===== src/rtl/mfp_seven_segment_scanner.sv =====
// mfp_seven_segment_scanner: time-multiplexed hex display scanner with per-frame snapshot, blanking and leading-zero blanking.
// Optional MFP_SEVEN_SEG_BRIGHTNESS_EN adds a 4-bit PWM brightness input captured with the frame snapshot.
module mfp_seven_segment_scanner #(
    parameter int N_DIGITS       = 8,
    parameter int REFRESH_DIV    = 12500,
    parameter int BLANK_CYCLES   = 64,
    parameter int SEG_ACTIVE_LOW = 1,
    parameter int AN_ACTIVE_LOW  = 1
) (
    input  logic                  clk,
    input  logic                  rst,
    input  logic [4*N_DIGITS-1:0] hex_in,
    input  logic [N_DIGITS-1:0]   dot_in,
    input  logic [N_DIGITS-1:0]   digit_en,
    input  logic                  lz_blank,
`ifdef MFP_SEVEN_SEG_BRIGHTNESS_EN
    input  logic [3:0]            brightness,
`endif
    output logic [6:0]            seg_out,
    output logic                  dp_out,
    output logic [N_DIGITS-1:0]   an_out,
    output logic                  frame_tick
);
    localparam int CW = $clog2(REFRESH_DIV) < 4 ? 4 : $clog2(REFRESH_DIV);
    localparam int IW = $clog2(N_DIGITS);
    localparam logic SL = SEG_ACTIVE_LOW != 0;
    localparam logic AL = AN_ACTIVE_LOW != 0;
    logic [CW-1:0]         cnt_q, cnt_d;
    logic [IW-1:0]         idx_q, idx_d;
    logic [4*N_DIGITS-1:0] snap_hex_q;
    logic [N_DIGITS-1:0]   snap_dot_q, snap_en_q, lz_off, an_q, an_d;
    logic                  snap_lz_q, ft_q, dp_q, dp_d, wrap, load, on, bright_ok;
    logic [6:0]            seg_q, seg_d, seg_hi;
    logic [3:0]            nib;
`ifdef MFP_SEVEN_SEG_BRIGHTNESS_EN
    logic [3:0]            snap_bri_q;
    assign bright_ok = 4'(cnt_q - CW'(BLANK_CYCLES)) <= snap_bri_q;
`else
    assign bright_ok = 1'b1;
`endif
    assign wrap  = cnt_q == CW'(REFRESH_DIV - 1);
    assign load  = cnt_q == '0 && idx_q == '0;
    assign cnt_d = wrap ? '0 : cnt_q + 1'b1;
    assign idx_d = wrap ? (idx_q == IW'(N_DIGITS - 1) ? '0 : idx_q + 1'b1) : idx_q;
    assign nib   = 4'(snap_hex_q >> {idx_q, 2'b00});
    // a digit is blanked only if it and every more significant digit is a plain zero
    for (genvar g = 0; g < N_DIGITS; g++) begin : g_lz
        assign lz_off[g] = (g != 0) && snap_lz_q && ~|(snap_hex_q >> (4 * g)) && ~|(snap_dot_q >> g);
    end
    always_comb begin
        seg_hi = 7'h00;
        case (nib)
            4'h0: seg_hi = 7'h3F;
            4'h1: seg_hi = 7'h06;
            4'h2: seg_hi = 7'h5B;
            4'h3: seg_hi = 7'h4F;
            4'h4: seg_hi = 7'h66;
            4'h5: seg_hi = 7'h6D;
            4'h6: seg_hi = 7'h7D;
            4'h7: seg_hi = 7'h07;
            4'h8: seg_hi = 7'h7F;
            4'h9: seg_hi = 7'h6F;
            4'hA: seg_hi = 7'h77;
            4'hB: seg_hi = 7'h7C;
            4'hC: seg_hi = 7'h39;
            4'hD: seg_hi = 7'h5E;
            4'hE: seg_hi = 7'h79;
            4'hF: seg_hi = 7'h71;
            default: seg_hi = 7'h00;
        endcase
    end
    assign on    = cnt_q >= CW'(BLANK_CYCLES) && snap_en_q[idx_q] && !lz_off[idx_q] && bright_ok;
    assign an_d  = on ? {N_DIGITS{AL}} ^ (N_DIGITS'(1) << idx_q) : {N_DIGITS{AL}};
    assign seg_d = seg_hi ^ {7{SL}};
    assign dp_d  = snap_dot_q[idx_q] ^ SL;
    always_ff @(posedge clk) begin
        if (rst) begin
            cnt_q      <= '0;
            idx_q      <= '0;
            snap_hex_q <= '0;
            snap_dot_q <= '0;
            snap_en_q  <= '0;
            snap_lz_q  <= 1'b0;
`ifdef MFP_SEVEN_SEG_BRIGHTNESS_EN
            snap_bri_q <= '0;
`endif
            ft_q       <= 1'b0;
            an_q       <= {N_DIGITS{AL}};
            seg_q      <= {7{SL}};
            dp_q       <= SL;
        end else begin
            cnt_q <= cnt_d;
            idx_q <= idx_d;
            ft_q  <= load;
            an_q  <= an_d;
            seg_q <= seg_d;
            dp_q  <= dp_d;
            if (load) begin
                snap_hex_q <= hex_in;
                snap_dot_q <= dot_in;
                snap_en_q  <= digit_en;
                snap_lz_q  <= lz_blank;
`ifdef MFP_SEVEN_SEG_BRIGHTNESS_EN
                snap_bri_q <= brightness;
`endif
            end
        end
    end
    assign seg_out    = seg_q;
    assign dp_out     = dp_q;
    assign an_out     = an_q;
    assign frame_tick = ft_q;
endmodule

===== config.mk =====
export PLATFORM = sky130hd
export DESIGN_NAME = mfp_seven_segment_scanner
export DESIGN_NICKNAME = d
export VERILOG_FILES = /design/src/rtl/mfp_seven_segment_scanner.sv
export SDC_FILE = /design/constraint.sdc
export NUM_CORES = 1
export LEC_CHECK = 0
export CAP_MARGIN = 20
export CORE_MARGIN = 2
export CORE_UTILIZATION = 49
export CTS_BUF_LIST = sky130_fd_sc_hd__clkbuf_8
export DETAILED_ROUTE_END_ITERATION = 10
export PLACE_DENSITY = 0.78
export SLEW_MARGIN = 20
export SYNTH_ARGS = -nofsm -noshare
export SYNTH_HDL_FRONTEND = slang
export SYNTH_SLANG_ARGS = --single-unit

===== constraint.sdc =====
create_clock -name clk -period 2.5 [get_ports clk]
set_clock_uncertainty 0.15 [all_clocks]
set_input_delay 0.5 -clock clk [delete_from_list [all_inputs] [get_ports clk]]
set_output_delay 0.5 -clock clk [all_outputs]
set_load 0.05 [all_outputs]

==> results_dict.tcl, run 1 <==
set metrics [dict create \
    status "completed" \
    critPathCaptureType "flop" \
    synth_fp_nets 502 \
    cts-root-buf "clkbuf_8" \
    hold_class "input pin to flop" \
    die_w_um 92.37 \
    async_flop_share 0 \
    cpPeakStageDelay_ns 0.57 \
    routed_wl_um 8412 \
    dr_total_vias 3213 \
    synth_cell_types 47 \
    r2r_start "idx_q[0]" \
    layout_commonest_cell "nand2_1" \
    cap_violations 0 \
    drv_slew 0 \
    timing.setup.tns_ns 0 \
    start_util 0.5003 \
    startpoint "idx_q[0]" \
    rsz0062_at_grt "no" \
    worstPathArrival_ns 2.47 \
    netlist_area_um2 3826 \
    wl_per_cell_um 13.90 \
    cts_made_buffers 9 \
    synthAdderAreaFrac 0.04578 \
    diodes 0 \
    syn_to_final_growth_pct 24.98 \
    coreArea_um2 7647 \
    gp_congestion 0.9285 \
    critPathKind "flop to flop" \
    yosysTopAreaCell "dfxtp_1" \
    path_cells "mux4_1 -> mux2_2 -> ha_1 -> inv_1 -> nor2_1 -> a211o_1 -> a21o_1" \
    clockBufferDepth 2 \
    synthSimpleGateAreaFrac 0.2162 \
    via_per_inst 5.311 \
    final_core_util 0.6253 \
    die-height_um 92.37 \
    clk_latency_ns 0.35 \
    nFillCells 640 \
    grt_usage 0.2086 \
    p_leak_nw 1.873 \
    hold_buffers 0 \
    h-tree-depth 3 \
    clkSlewWorstSetupHoldPaths_ns 0.08 \
    nets 563 \
    min-delay-start "rst" \
    synth_compound_area_frac 0.1171 \
    num_io_pins 68 \
    maxSlewHeadroom 0.5737 \
    hpwlAfterDp_um 6200 \
    portBuffers 67 \
    crit_family "multiplexers" \
    mostFrequentLayoutCells "nand2_1, dfxtp_1, clkdlybuf4s50_1, a21oi_1, nor2_1" \
    drc_errors 0 \
    yosysTopAreaCellShare 0.4343 \
    max_freq_ghz 0.4213 \
    slowest_stage "mux4_1" \
    yosysWarnings 0 \
    drive_above_1_share 0.07952 \
    synth_area_leaders "dfxtp_1, nand2_1, a21oi_1" \
    synth_cells 437 \
    critPathMaxFanout 6 \
    grt_first_pass_wirelength_um 14220 \
    finalHoldViolCount 0 \
    worst_slew_pin_slew_ns 0.6336 \
    setup_viol 0 \
    grt_max_degree 63 \
    synthXorXnorAreaFrac 0.02747 \
    min_period_ns 2.374 \
    synth.area.mux_share 0.1082 \
    powerDensity_nw_per_um2 631.9 \
    fin_crit_sh 0.9495 \
    rows 32 \
    cts_tree "done" \
    synth_ff_type "dfxtp_1" \
    synth.avg_cell_area_um2 8.756 \
    overflow 0 \
    grt_pass1_vias 3101 \
    synth_top_family_by_area "simple AND/OR/NAND/NOR gates" \
    ir_drop_uv 370.9 \
    dieArea_um2 8531 \
    ys_ff_latch 83 \
    antenna_found_initial 0 \
    required_ns 2.60 \
    timing.critical_path.buf_inv 1 \
    synth_edf_count 0 \
    ant_nets 0 \
    clock-sinks 83 \
    drt_first_pass_iters 4 \
    yosysSeqAreaShare 0.4343 \
    drt_iter0_markers 146 \
    critPathLaunchType "flop" \
]
-- worst paths after layout --
kind / end / slack, ns / cells past startpoint
worst min-delay path: an_out[5] / 0.31 / 3
worst min register to register: snap_dot_q[0] / 0.32 / 2
worst max register to register: seg_out[3] / 0.13 / 7
worst max-delay path: seg_out[3] / 0.13 / 7
-- state kept, by name, summed over array words and instances, names as in the netlist --
name        cells
an_out          8
cnt_q          14
dp_out          1
frame_tick      1
idx_q           3
seg_out         7
snap_dot_q      8
snap_en_q       8
snap_hex_q     32
snap_lz_q       1
-- worst min-delay path, stage by stage --
cell	delay (ns)
buf_2	0.10
a21oi_1	0.08
nand4_1	0.10
-- area by class of cell --
class | instances | area [µm²] | share of cell area
clock buffers | 10 | 137.6 | 0.02878
multi-input cells | 313 | 1973 | 0.4126
repair buffers | 79 | 772.0 | 0.1614
clock inverters | 6 | 63.81 | 0.01334
flip-flops and latches | 83 | 1663 | 0.3477
inverters | 12 | 45.04 | 0.009419
well taps | 102 | 127.6 | 0.02669
-- power by group --
part | internal, mW | switching, mW | leakage (nW)
logic | 0.256 | 0.309 | 1.09
registers | 1.42 | 0.0770 | 0.682
clock network | 0.488 | 0.473 | 0.104
-- cells in the mapped netlist, types with 3 or more instances --
library cell  instances
buf_2                12
a21oi_1              52
xor2_1                8
nor3_1                7
inv_1                11
mux2i_1               8
xnor2_1               4
nand4_1               8
mux4_2                4
mux4_1                8
nor2_1               31
dfxtp_1              83
nand2_1             110
nor4_1                3
buf_4                 3
nand3_1              10
nor2b_1               3
clkbuf_1             12
and3_1                3
o21ai_0               4
a211oi_1              3
ha_1                 14
-- what timing repair did --
action	in CTS	in global routing
endpoints found under the setup margin	1	21
setup buffers	2	0
resized for setup	0	2
-- per-layer routing --
metal  vias to the layer above  routed length (µm)  global-route usage
met4                         0                 176             0.07214
met5                         -                   0                   0
met1                      1468                3551              0.2569
met2                       107                4221              0.3510
met3                        17                 463             0.05858
li1                       1621                   -                   -
-- through the flow --
| step | setup slack, ns | cells | area (µm²) | hold slack [ns] | total power, mW |
|---|---|---|---|---|---|
| floorplan | 0.04281 | 437 | 3830 | 0.2815 | 1.882 |
| global placement | 0.06822 | 587 | 4561 | 0.2993 | 2.073 |
| detailed placement | 0.01652 | 587 | 4561 | 0.3074 | 2.091 |
| CTS | 0.06663 | 605 | 4777 | 0.2823 | 3.047 |
| global route | 0.009777 | 605 | 4782 | 0.3164 | 3.170 |
| finish | 0.1262 | 605 | 4782 | 0.3091 | 3.022 |
-- cells by family (layout without fill, tap and decap cells) --
family                   Yosys count  after routing
AND/OR/NAND/NOR                  188            188
XOR/XNOR                          12             12
buffers and inverters             41            107
adder cells (fa/ha/maj)           14             14
AO/OA/AOI/OAI                     77             77
multiplexers                      22             22
flip-flops                        83             83
No activity file was read; power rests on OpenSTA's default activity.
==> inputs of run 2 (changes only) <==
ABC_AREA = 1   (was unset)
CORE_UTILIZATION = 50   (was 49)
CTS_CLUSTER_DIAMETER = 100   (was unset)
==> run 2 against run 1 <==
Effect of this change: clock-buffer cell count is 1 higher; non-clock buffer count is 1 higher; hold slack better by 0.013 ns; synthesized area is 11% higher; first-iteration DRC count is 57% higher; via count is 20% higher; sequential power hardly changed; global-route usage is 2.2 points higher; critical path depth is 6 lower; final area is 8.1% higher; utilization is 0.37 points higher; largest power group unchanged; highest routed layer unchanged.
==> results_dict.tcl, run 2 <==
set metrics [dict create \
    maxSlewHeadroom 0.6624 \
    use_met2 0.3877 \
    grt_usage 0.2303 \
    final_cell_area_um2 5169 \
    critPathKind "flop to output port" \
    path_cells "clkdlybuf4s50_1" \
    syn_to_final_growth_pct 21.54 \
    ant_nets 0 \
    coreArea_um2 8217 \
    clock-sinks 83 \
    total_power_mw 3.112 \
    drive_above_1_share 0.1258 \
    largestRegisters "snap_hex_q: 32 flops, cnt_q: 14 flops" \
    synth_cells 566 \
    synth_edf_count 0 \
    drc_errors 0 \
    slowest_stage "clkdlybuf4s50_1" \
    worstPathArrival_ns 1.47 \
    yosysTopAreaCellShare 0.3907 \
    cpPeakStageDelay_ns 0.80 \
    critPathLaunchType "flop" \
    dieArea_um2 9259 \
    placed_cells 725 \
    hold_depth 1 \
    grt_max_degree 32 \
    cap_violations 0 \
    largest_register "snap_hex_q" \
    timing.setup.tns_ns 0 \
    top_usage_layer "met2" \
    h-tree-depth 3 \
    p_clk_frac 0.285 \
    critPathCaptureType "output port" \
    diodes 0 \
    synth_commonest_cells "nor2_1, nand2_1, dfxtp_1" \
    finalHoldViolCount 0 \
    rows 33 \
    powerDensity_nw_per_um2 602.1 \
    start_util 0.5176 \
    grt_pass1_vias 3634 \
    cts_made_buffers 9 \
    wl_per_cell_um 13.37 \
    post_cts_resized 0 \
    async_flop_share 0 \
    ir_drop_uv 514.3 \
    routed_wl_um 9909 \
    p_sw_mw 0.9699 \
    via_per_inst 5.204 \
    synth_cell_types 38 \
    fin_crit_sh 0.8487 \
    rr_worst_depth 11 \
    post_dp_cell_area_um2 4989 \
    final_core_util 0.6291 \
    grt.met1_usage 0.2932 \
    synth_area_leaders "dfxtp_1, nor2_1, nand2_1" \
    clockBufferDepth 2 \
    rsz0062_at_grt "no" \
    cp.depth 1 \
    drt_first_pass_iters 5 \
    hpwlAfterDp_um 7554 \
    synth.avg_cell_area_um2 7.514 \
    min_period_ns 2.122 \
    stdcell_count 741 \
    p_leak_nw 2.151 \
    drv_slew 0 \
    die-height_um 96.23 \
    synth_ff_type "dfxtp_1" \
    die_w_um 96.23 \
    p_int_mw 2.142 \
    yosysTopAreaCell "dfxtp_1" \
    clkSlewWorstSetupHoldPaths_ns 0.08 \
    overflow 0 \
    combPwrFrac 0.227 \
    post_cts_buffers 0 \
    setup_viol 0 \
    netlist_area_um2 4253 \
    critPathMaxFanout 1 \
    cts_tree "done" \
    worst_slew_pin_slew_ns 0.5048 \
    gp_congestion 0.9297 \
    layout_commonest_cell "nor2_1" \
    cts-root-buf "clkbuf_8" \
    synth_fp_nets 631 \
    crit_family "buffers and inverters" \
    clk_latency_ns 0.35 \
    largest_reg_flops 32 \
    status "completed" \
    dr_total_vias 3856 \
    antenna_found_initial 0 \
    nets 696 \
    hold_class "flop to flop" \
    power_frac_seq 0.488 \
    required_ns 1.85 \
    grt_first_pass_wirelength_um 16500 \
    grt_use_met3 0.05325 \
    yosysWarnings 0 \
    drt_iter0_markers 229 \
    num_io_pins 68 \
    ys_ff_latch 83 \
    yosysMostFrequentCell "nor2_1" \
    portBuffers 67 \
    mostFrequentLayoutCells "nor2_1, nand2_1, dfxtp_1, clkdlybuf4s50_1, inv_1" \
    max_freq_ghz 0.4713 \
    hold_buffers 0 \
    timing.critical_path.buf_inv 1 \
    p_sw_frac 0.3116 \
    yosysSeqAreaShare 0.3907 \
]
## run 2: final timing paths
kind                  start         end  slack [ns]
setup / recovery  an_out[6]   an_out[6]        0.38
hold / removal     cnt_q[0]    cnt_q[0]        0.32
hold reg to reg    cnt_q[0]    cnt_q[0]        0.32
setup reg to reg   idx_q[0]  seg_out[5]        0.39
## run 2: per-stage QoR
step           setup slack, ns  hold slack (ns)
5_1_grt                 0.1846           0.3475
3_5_place_dp            0.4034           0.3086
4_1_cts                 0.3543           0.3283
3_3_place_gp            0.5304           0.2925
2_1_floorplan           0.5905           0.2799
6_report                0.3782           0.3225
## run 2: routing by layer
| metal | wire length (µm) | vias up | part of all wire |
|---|---|---|---|
| met5 | 0 | - | 0 |
| met1 | 4412 | 1742 | 0.45 |
| met4 | 105 | 0 | 0.011 |
| li1 | - | 1981 | - |
| met3 | 664 | 12 | 0.067 |
| met2 | 4726 | 121 | 0.48 |
## run 2: layout make-up
cell class / instances / area [µm²]
multi-input combinational: 392 / 2143
clock inverter: 5 / 28.78
inverter: 65 / 251.5
clock buffer: 11 / 151.4
tap: 105 / 131.4
sequential: 83 / 1662
fill: 725 / 3048
timing repair buffer: 80 / 800.8
## run 2: cells by family (layout without fill, tap and decap cells)
| group | after synthesis | in the layout | synth area share |
|---|---|---|---|
| flip-flops | 83 | 83 | 0.3907 |
| buffers and inverters | 91 | 161 | 0.1053 |
| AND/OR/NAND/NOR | 290 | 290 | 0.2977 |
| adder cells (fa/ha/maj) | 14 | 14 | 0.04119 |
| XOR/XNOR | 2 | 2 | 0.004120 |
| AO/OA/AOI/OAI | 86 | 86 | 0.1609 |
## run 2: power by group through the flow
stage	Combinational (mW)	Sequential, mW	Clock [mW]
final	0.707	1.52	0.885
after global routing	0.794	1.53	0.958
after CTS	0.711	1.52	0.904
after global placement	0.696	1.54	0
after detailed placement	0.708	1.55	0
after floorplan	0.443	1.58	0
==> inputs of run 3 (changes only) <==
clock period = 1.9 ns   (was 2.5 ns; I/O delays follow)
==> run 3 against run 2 <==
Effect of this change: the run now ends with negative setup slack left; routed wire length grew 8.3%; worst setup slack lost 0.39 ns; first-iteration DRC count shrank 7.4%; critical path depth grew 10; utilization grew 2.7 points; power grew 41%; final area grew 4.3%.
==> results_dict.tcl, run 3 (same netlist as run 2, synthesis figures left out) <==
set metrics [dict create \
    status "finished, violations left" \
    failed_checks "negative setup slack" \
    layout_commonest_cell "nor2_1" \
    crit_family "simple AND/OR/NAND/NOR gates" \
    hold_class "flop to flop" \
    nFillCells 681 \
    timing.setup.tns_ns -0.01477 \
    h-tree-depth 3 \
    coreArea_um2 8217 \
    regArea_um2 1665 \
    rows 33 \
    cts-root-buf "clkbuf_8" \
    cpMostUsedCell "nand3_1" \
    drv_slew 0 \
    antenna_found_initial 0 \
    gp_congestion 0.9310 \
    hold_ws_ns 0.2897 \
    worstPathArrival_ns 2.00 \
    drc_errors 0 \
    dr_total_vias 4004 \
    path_cells "buf_12 -> inv_4 -> o21ai_0 -> nand2_1 -> nand2_1 -> nand2_2 -> ha_1 -> inv_1 -> nand3_1 -> nand3_1 -> nand3_1" \
    start_util 0.5176 \
    mostFrequentLayoutCells "nor2_1, nand2_1, dfxtp_1, inv_1, clkdlybuf4s50_1" \
    multiInputGateArea_um2 2261 \
    wl_per_cell_um 14.28 \
    grt_first_pass_wirelength_um 16950 \
    clock-sinks 83 \
    routed_wl_um 10740 \
    worst_slew_pin_slew_ns 0.4431 \
    grt_usage 0.2358 \
    post-route-worst-setup-slack_ns -0.01477 \
    largest_register "snap_hex_q" \
    min_period_ns 1.915 \
    critPathCaptureType "flop" \
    cap_violations 0 \
    max_freq_ghz 0.5223 \
    dieArea_um2 9259 \
    drive_above_1_share 0.2148 \
    ant_nets 0 \
    largest_reg_flops 32 \
    cpPeakStageDelay_ns 0.37 \
    powerDensity_nw_per_um2 817.1 \
    diodes 0 \
    cts_made_buffers 9 \
    num_io_pins 68 \
    timing.critical_path.buf_inv 3 \
    hold_buffers 0 \
    fin_crit_sh 1.008 \
    required_ns 1.99 \
    slowest_stage "dfxtp_2" \
    total_power_mw 4.403 \
    nets 707 \
    die-height_um 96.23 \
    critPathLaunchType "flop" \
    ir_drop_uv 435.4 \
    hpwlAfterDp_um 7773 \
    clkSlewWorstSetupHoldPaths_ns 0.09 \
    drt_first_pass_iters 5 \
    overflow 0 \
    clockBufferDepth 2 \
    maxSlewHeadroom 0.7009 \
    cts_tree "done" \
    clk_latency_ns 0.36 \
    rsz0062_at_grt "yes" \
    setup_viol 1 \
    grt_max_degree 56 \
    grt_pass1_vias 3858 \
    finalHoldViolCount 0 \
    critPathKind "flop to flop" \
    via_per_inst 5.324 \
    drt_iter0_markers 212 \
    largestRegisters "snap_hex_q: 32 flops, cnt_q: 14 flops" \
    critPathMaxFanout 16 \
    portBuffers 67 \
    die_w_um 96.23 \
    syn_to_final_growth_pct 26.71 \
    p_leak_nw 2.254 \
    pre_cts_slack_ns 0.02293 \
]
run 3: cell count changes in the layout (fill, tap and decap cells not counted), moves of 4 or more:
cell	before	now
buf_4	10	37
nand2_2	5	9
ha_1	14	9
nand2_1	92	87
clkdlybuf4s50_1	66	49
nor2_1	118	104
nor2_2	4	17
run 3: final timing paths:
check	end	slack (ns)	depth (start not counted)	start
max reg2reg	seg_out[0]	-0.01	11	idx_q[0]
max	seg_out[0]	-0.01	11	idx_q[0]
min reg2reg	cnt_q[0]	0.29	1	cnt_q[0]
min	cnt_q[0]	0.29	1	cnt_q[0]
run 3: timing repair:
action | in CTS | in global routing
resized for setup | 3 | 33
setup buffers | 0 | 3
endpoints found under the setup margin | 5 | 35
pin swaps | 1 | 7
run 3: routing by layer:
metal	wire length, µm	part of all wire	vias to the layer above	GRT usage
li1	-	-	1999	-
met1	4536	0.42	1820	0.2815
met2	5193	0.48	150	0.4074
met3	689	0.064	35	0.04699
met4	315	0.029	0	0.1048
met5	0	0	-	0
run 3: report_power, final:
part / switching (mW) / internal [mW]
combinational: 0.587 / 0.402
sequential: 0.0991 / 1.90
clock: 0.640 / 0.776
total: 1.33 / 3.08
run 3: layout make-up:
class                           instances  area share
Clock buffer                           10     0.02554
Clock inverter                          6     0.01602
Inverter                               65     0.04713
Multi-Input combinational cell        392      0.4195
Sequential cell                        83      0.3090
Tap cell                              105     0.02438
Timing Repair Buffer                   91      0.1583
run 3: metrics by stage:
stage / std cells / utilization / instance area (µm²)
finish: 752 / 0.6559 / 5389
global route: 752 / 0.6559 / 5389
CTS: 749 / 0.6388 / 5249
detailed placement: 733 / 0.6111 / 5021
global placement: 733 / 0.6111 / 5021
floorplan: 566 / - / 4255
